[src/rtl/event_queue.sv]
// Event FIFO with one-outstanding-event handshake and timestep boundary pulse.
// Optional macro EVENT_QUEUE_ZERO_FILTER_EN discards all-zero spike vectors.
module event_queue #(
  parameter int unsigned BITS_PER_COORDINATE = 8,
  parameter int unsigned IN_CHANNELS         = 4,
  parameter int unsigned TS_BITS             = 2,
  parameter int unsigned DEPTH               = 16,
  parameter int unsigned DROP_CNT_BITS       = 16
) (
  input  logic                           clk,
  input  logic                           rst,
  input  logic                           in_valid,
  input  logic [TS_BITS-1:0]             in_timestep,
  input  logic [BITS_PER_COORDINATE-1:0] in_x,
  input  logic [BITS_PER_COORDINATE-1:0] in_y,
  input  logic [IN_CHANNELS-1:0]         in_spikes,
  output logic                           ev_valid,
  output logic [TS_BITS-1:0]             ev_timestep,
  output logic [BITS_PER_COORDINATE-1:0] ev_x,
  output logic [BITS_PER_COORDINATE-1:0] ev_y,
  output logic [IN_CHANNELS-1:0]         ev_spikes,
  input  logic                           conv_ready,
  input  logic                           conv_ack,
  output logic                           ts_done,
  output logic [$clog2(DEPTH):0]         level,
  output logic                           full,
  output logic                           empty,
  output logic [DROP_CNT_BITS-1:0]       drop_cnt
);

  localparam int unsigned AW = $clog2(DEPTH);
  localparam int unsigned W  = TS_BITS + 2*BITS_PER_COORDINATE + IN_CHANNELS;

  typedef enum logic [1:0] {
    IDLE, PRESENT, WAIT_ACK, TS_SWITCH
  } state_e;

  state_e                   state_q, state_d;
  logic [W-1:0]             mem_q [DEPTH];
  logic [AW-1:0]            wr_ptr_q, rd_ptr_q;
  logic [AW:0]              cnt_q;
  logic [TS_BITS-1:0]       cur_ts_q;
  logic [DROP_CNT_BITS-1:0] drop_q;
  logic [W-1:0]             ev_q;
  logic [W-1:0]             head;
  logic [W-1:0]             ev_bus;
  logic [TS_BITS-1:0]       head_ts;
  logic                     zero_ev, push, pop, drop;

`ifdef EVENT_QUEUE_ZERO_FILTER_EN
  assign zero_ev = (in_spikes == '0);
`else
  assign zero_ev = 1'b0;
`endif

  assign head    = mem_q[rd_ptr_q];
  assign head_ts = head[W-1 -: TS_BITS];
  assign full    = (cnt_q == (AW+1)'(DEPTH));
  assign empty   = (cnt_q == '0);
  assign level   = cnt_q;
  assign pop     = (state_q == PRESENT) && conv_ready;
  // A full queue still accepts when the head leaves in the same cycle
  assign push    = in_valid && !zero_ev && (!full || pop);
  assign drop    = in_valid && !zero_ev && !push;

  always_ff @(posedge clk) begin
    if (push) mem_q[wr_ptr_q] <= {in_timestep, in_x, in_y, in_spikes};
  end

  always_ff @(posedge clk or posedge rst) begin
    if (rst) begin
      wr_ptr_q <= '0;
      rd_ptr_q <= '0;
      cnt_q    <= '0;
      drop_q   <= '0;
      cur_ts_q <= '0;
      ev_q     <= '0;
    end else begin
      if (push) wr_ptr_q <= wr_ptr_q + AW'(1);
      if (pop)  rd_ptr_q <= rd_ptr_q + AW'(1);
      if (push && !pop) cnt_q <= cnt_q + (AW+1)'(1);
      if (pop && !push) cnt_q <= cnt_q - (AW+1)'(1);
      if (drop && !(&drop_q)) drop_q <= drop_q + DROP_CNT_BITS'(1);
      if (state_q == TS_SWITCH) cur_ts_q <= head_ts;
      if (pop) ev_q <= head;
    end
  end

  always_ff @(posedge clk or posedge rst) begin
    if (rst) state_q <= IDLE;
    else     state_q <= state_d;
  end

  always_comb begin
    state_d = state_q;
    unique case (state_q)
      IDLE: begin
        if (!empty) state_d = (head_ts == cur_ts_q) ? PRESENT : TS_SWITCH;
      end
      TS_SWITCH: state_d = PRESENT;
      PRESENT:   if (conv_ready) state_d = WAIT_ACK;
      WAIT_ACK:  if (conv_ack) state_d = IDLE;
      default:   state_d = IDLE;
    endcase
  end

  always_comb begin
    ev_valid = (state_q == PRESENT);
    ts_done  = (state_q == TS_SWITCH);
    ev_bus   = ev_valid ? head : ev_q;
  end

  assign {ev_timestep, ev_x, ev_y, ev_spikes} = ev_bus;
  assign drop_cnt = drop_q;

endmodule

[config.mk]
export PLATFORM = sky130hd
export DESIGN_NAME = event_queue
export DESIGN_NICKNAME = d
export VERILOG_FILES = /design/src/rtl/event_queue.sv
export SDC_FILE = /design/constraint.sdc
export NUM_CORES = 1
export LEC_CHECK = 0
export BUFFER_PORTS_ARGS = -buffer_cell sky130_fd_sc_hd__buf_4
export CORE_UTILIZATION = 50
export DETAILED_ROUTE_END_ITERATION = 6
export PLACE_DENSITY = 0.73
export REMOVE_ABC_BUFFERS = 1
export SYNTH_ARGS = -nofsm -noshare
export SYNTH_HDL_FRONTEND = slang
export SYNTH_SLANG_ARGS = --single-unit
[constraint.sdc]
create_clock -name clk -period 3.6 [get_ports clk]
set_input_delay 0.36 -clock clk [delete_from_list [all_inputs] [get_ports clk]]
set_output_delay 0.36 -clock clk [all_outputs]
set_load 0.05 [all_outputs]
After elaboration in Yosys (flattened, before gate mapping)
Memories as Yosys holds them, arrays and structs flattened.
Cells that the tools add are included.
- memories: 1
- register bits after elaboration: 55
- memory bits (writable): 352
- word-level logic and storage cells: 47
- input bits: 27
- bits in read-only memories: 0
- output and inout port bits: 47
- latch bits: 0
- add/sub/neg operators: 5
- order comparisons: 0
- reduce and logical (&&, ||, !) cells: 16
- multiplexer cells: 10
- shift-type cells: 0
- equal/unequal tests: 8
- div/mod/pow operators: 0
- bitwise gates (word level): 0
- $mul: 0
- memory list (memory ; depth ; width ; read ports ; clocked after memory_dff ; write ports ; RTL line ; text):
    mem_q ; 16 ; 22 ; 1 ; 0 ; 1 ; 39 ; logic [W-1:0] mem_q [DEPTH];
- operators by type and width (cell ; number):
    two-way mux 22 bit ; 1
    adder 16 x 1 -> 16 bit (second input constant) ; 1
    AND reduction 16 bit ; 1
    two-way mux 5 bit ; 2
    adder 4 x 1 -> 4 bit (second input constant) ; 2
    two-way mux 2 bit ; 4
    one-hot mux 2 bit (4 select lines) ; 1
    logical AND 1 bit ; 6
    adder 5 x 1 -> 5 bit (second input constant) ; 1
    equality test 5 bit (second input constant) ; 1
    logical NOT 5 bit ; 1
    subtractor 5 x 1 -> 5 bit (second input constant) ; 1
    equality test 2 bit (second input constant) ; 2
    logical NOT 1 bit ; 4
    inequality test 2 bit (second input constant) ; 2
    AND reduction 3 bit ; 1
    equality test 2 x 1 -> 1 bit (second input constant) ; 1
    equality test 2 bit ; 1
    logical NOT 2 bit ; 1
    two-way mux 1 bit ; 2
    inequality test 2 x 1 -> 1 bit (second input constant) ; 1
    nonzero test 2 bit ; 1
    logical OR 1 bit ; 1

Depth between registers and ports, before layout
- depth in word-level cells: 7
- mapped depth: 10
- gate-level depth less buffers: 9

Least setup slack after synthesis
OpenSTA, ideal clock, no wires.
- path type: reg2reg
- start: register state_q[1]
- end: memory mem_q[3][0] (netlist name), enable pin
- clock period less this slack: 4.154 ns
- arrival time: 3.726 ns
- required time: 3.171 ns
- slack: -0.554 ns
- buffers on the path: 3
- cell stages (with the launch flop): 10
- setup time: 0.429 ns
- path through: dfrtp_1 > inv_1 > ha_1 > clkbuf_1 > and2_1 > clkbuf_1 > o21a_1 > clkbuf_1 > nand2_1 > nor3_1
- word-level cells in the longest chain between the ends: 6
- ends and longest elaborated chain (element ; RTL line ; text):
    start, declared ; 38 ; state_e state_q, state_d;
    start signal, assigned ; 91 ; else state_q <= state_d;
    equality test 2 x 1 -> 1 bit ; n/a ;
    via ev_valid ; 17 ; output logic ev_valid,
    logical AND 1 bit ; 61 ; assign pop = (state_q == PRESENT) && conv_ready;
    logical OR 1 bit ; 63 ; assign push = in_valid && !zero_ev && (!full || pop);
    logical AND 1 bit ; 63 ;
    two-way mux 1 bit ; 67 ; if (push) mem_q[wr_ptr_q] <= {in_timestep, in_x, in_y, in_spikes};
    two-way mux 1 bit (implied by the code) ; 67 ;
    end, declared ; 39 ;
The timed path passes the listed nets, and every way through them passes these cells.

Final worst setup path
- start: register rd_ptr_q[0]
- end: output port ev_x[4]
- word-level cells in the longest chain between the ends: 2
- ends and longest elaborated chain (element ; RTL line ; text):
    start, declared ; 40 ; logic [AW-1:0] wr_ptr_q, rd_ptr_q;
    start signal, assigned ; 80 ; if (pop) rd_ptr_q <= rd_ptr_q + AW'(1);
    memory (16 x 22 bit) ; n/a ;
    two-way mux 22 bit ; 110 ; ev_bus = ev_valid ? head : ev_q;
    end, declared ; 19 ; output logic [BITS_PER_COORDINATE-1:0] ev_x,
No other way between the ends.

==> flow_summary.yaml <==
route:
  wl_per_cell_um: 24.9
  ant_nets: 0
  routed_wl_mm: 32.6
  viasPerCell: 5.84
  via_count: 7668
  drcViolationCount: 0
  drt_iter0_drc: 668
  drt_pre_antenna_iters: 7
power:
  seq_power_share_pct: 38.9
  clkPwrFrac_pct: 26.2
  power.switching_w: 0.00524
  p_leak_nw: 6.45
  power.internal_w: 0.0108
  p_sw_share_pct: 32.7
  peakVddDrop_uv: 483
  comb_power_share_pct: 34.8
  powerDensity_nw_per_um2: 855
cts:
  postCtsHoldBufs: 0
  clkTransAtPathRegs_ps: 60
  insertion_delay_ps: 530
  cts_tree: "yes"
  ctsHtreeMaxLevel: 2
  cts_sinks: 407
  numCtsBuffers: 41
  cts_setup_buffers: 0
  clock_path_buffers: 3
  cts.repair.resized: 0
  cts_root_buffer: "clkbuf_16"
run:
  maxCapViolCount: 0
yosys:
  yosys_register_bits: 407
  yosysWarningCount: 0
  synth_edf_count: 352
  avgSynthCellArea_sq_um: 21.5
  async_reset_ff_share_pct: 13.5
  ys.flop_type: "edfxtp_1"
  netlist_instances: 747
  yosysUniqueCellTypes: 42
  synthesis.area_sq_um: 16100
  seq_area_frac_synth_pct: 74.4
critical_path:
  critPathSlowestCell: "dfrtp_4"
  path_buf_inv: 2
  worstPathRequired_ps: 3240
  path_common_cell: "mux4_2"
  r2r_cells: 9
  critical_path_depth: 5
  arrival_ps: 3070
  path_cells: "buf_12 > mux4_2 > mux4_2 > mux2_2 > buf_4"
  cp-end-kind: "primary output"
  cp-start-kind: "flop"
  crit_fanout: 33
  slowest_delay_ps: 640
  path_delay_family: "multiplexers"
  path_class: "flop to primary output"
outcome:
  status: "complete, no violations"
sta:
  tightest_slew_ps: 873
  fin_crit_sh_pct: 95.3
  rsz0062_at_grt: "no"
  setup_viol: 0
  hold_viol: 0
  clock_skew_ps: 9.89
  slew_viol_final: 0
  fmax_mhz: 292
  period_minus_slack_ps: 3430
  slew_headroom_pct: 41.7
die:
  die_y_um: 181
  ioPinCount: 74
  core-area_sq_um: 31600
  die_area_sq_um: 32900
  start_util_pct: 50.9
  rows: 65
  fp.dieW_um: 181
final_layout:
  multi_input_area_sq_um: 3940
  design_area_sq_um: 18700
  fillCellCount: 2222
  layout_common_cells: "edfxtp_1, buf_4, mux4_2"
  fin_cells: 1312
  nNetsFinal: 919
  drive_gt1_share_pct: 38.9
  layout_commonest_cell: "edfxtp_1"
  antenna_cells: 0
  syn2layout_area_growth_pct: 16.5
  seqCellArea_sq_um: 12000
placement:
  globalplace.congestion: 0.792
  io_buffer_count: 73
  placed_area_sq_um: 17400
  placedCellCount: 1237
  hpwlAfterDp_mm: 19.3
global_routing:
  grtUsageTotal_pct: 20.7
  met2_usage_pct: 34.5
  antenna_found_initial: 0
  gr-usage-met1_pct: 27.9
  grt_util_met3_pct: 3.61
  grt_max_degree: 41
  grt_overflow: 0
  grt_pass1_vias: 8011
  busiest_layer: "met2"
  grt_pass1_wl_mm: 49.7
min_path:
  hp-class: "input pin to asynchronous set/reset pin"
## synthesized netlist by cell type (2+ instances only)
cell type	n	area, sq um
nor3_1	4	20.0
and3_1	4	25.0
buf_6	8	90.1
a221oi_1	3	26.3
buf_1	6	22.5
mux2i_1	7	70.1
a21oi_1	7	35.0
xnor2_1	22	193
inv_1	8	30.0
a21o_1	2	15.0
and2_1	4	25.0
o21a_1	2	15.0
nand2b_1	2	12.5
nand3_1	4	20.0
mux4_2	105	2360
nor2b_1	2	12.5
mux2_2	44	495
o21ai_0	3	15.0
xor2_1	5	43.8
ha_1	13	163
nand4_1	8	50.1
and4_1	3	26.3
clkbuf_1	13	48.8
edfxtp_1	352	10600
nor2_1	22	82.6
dfrtp_1	55	1380
buf_2	6	30.0
nand2_1	19	71.3
## through the flow
| step | util (%) | TNS [ps] | power [W] | hold WS, ps | worst slack (ps) |
|---|---|---|---|---|---|
| floorplan | - | -303720 | 0.0104 | 447 | -2010 |
| global placement | 55.1 | 0 | 0.0118 | 472 | 714 |
| detailed placement | 55.1 | 0 | 0.0120 | 475 | 695 |
| CTS | 59.3 | 0 | 0.0162 | 44.9 | 124 |
| global route | 59.3 | 0 | 0.0167 | 76.7 | 59.7 |
| finish | 59.3 | 0 | 0.0160 | 28.4 | 170 |
## power groups by stage
stage / clock [W] / sequential [W] / combinational [W]
2_1_floorplan: 0 / 0.00662 / 0.00377
3_3_place_gp: 0 / 0.00629 / 0.00555
3_5_place_dp: 0 / 0.00633 / 0.00562
4_1_cts: 0.00427 / 0.00624 / 0.00566
5_1_grt: 0.00445 / 0.00630 / 0.00592
6_report: 0.00420 / 0.00623 / 0.00557
## registers in the layout, indices dropped and copies added, names as in the netlist
signal	cells
cur_ts_q	2
drop_cnt	16
ev_q	22
level	5
mem_q	352
rd_ptr_q	4
state_q	2
wr_ptr_q	4
## area by class of cell
cell class              count  share of cell area (%)
multi-input cells         297                    21.1
inverters                   9                   0.181
flip-flops and latches    407                    63.9
clock inverters            21                    1.31
repair buffers            122                    5.09
clock buffers              54                    5.80
well taps                 402                    2.69
## routing by layer
metal	routed length [um]	up-vias
met4	943	0
li1	-	3322
met2	16100	272
met1	13400	4001
met5	0	-
met3	2090	73
## worst reg2reg max path, cell delays in order, from the launching register on
cell	delay [ps]
dfrtp_1	420
inv_1	90
ha_2	380
nand2_1	270
nor2_1	420
ha_1	350
a21o_1	170
a21oi_1	180
mux2i_1	230
xnor2_1	130
## kinds of logic after synthesis
family / share of synthesized area, %
compound gates: 1.11
xor+xnor: 1.47
fa+ha+maj: 1.14
buf+inv: 1.45
flops: 74.4
mux: 18.2
simple gates: 2.24
## path summary, 6_finish.rpt
check	start	end	slack (ps)
setup / recovery	rd_ptr_q[0]	ev_x[4]	170
hold / removal	rst	drop_cnt[9]	30
setup reg to reg	state_q[1]	level[4]	890
hold reg to reg	ev_q[20]	ev_q[20]	490
max in group asynchronous	rst	ev_q[12]	2820
min in group clk	in_spikes[3]	mem_q[15][3]	130
No activity file was read; power rests on OpenSTA's default activity.
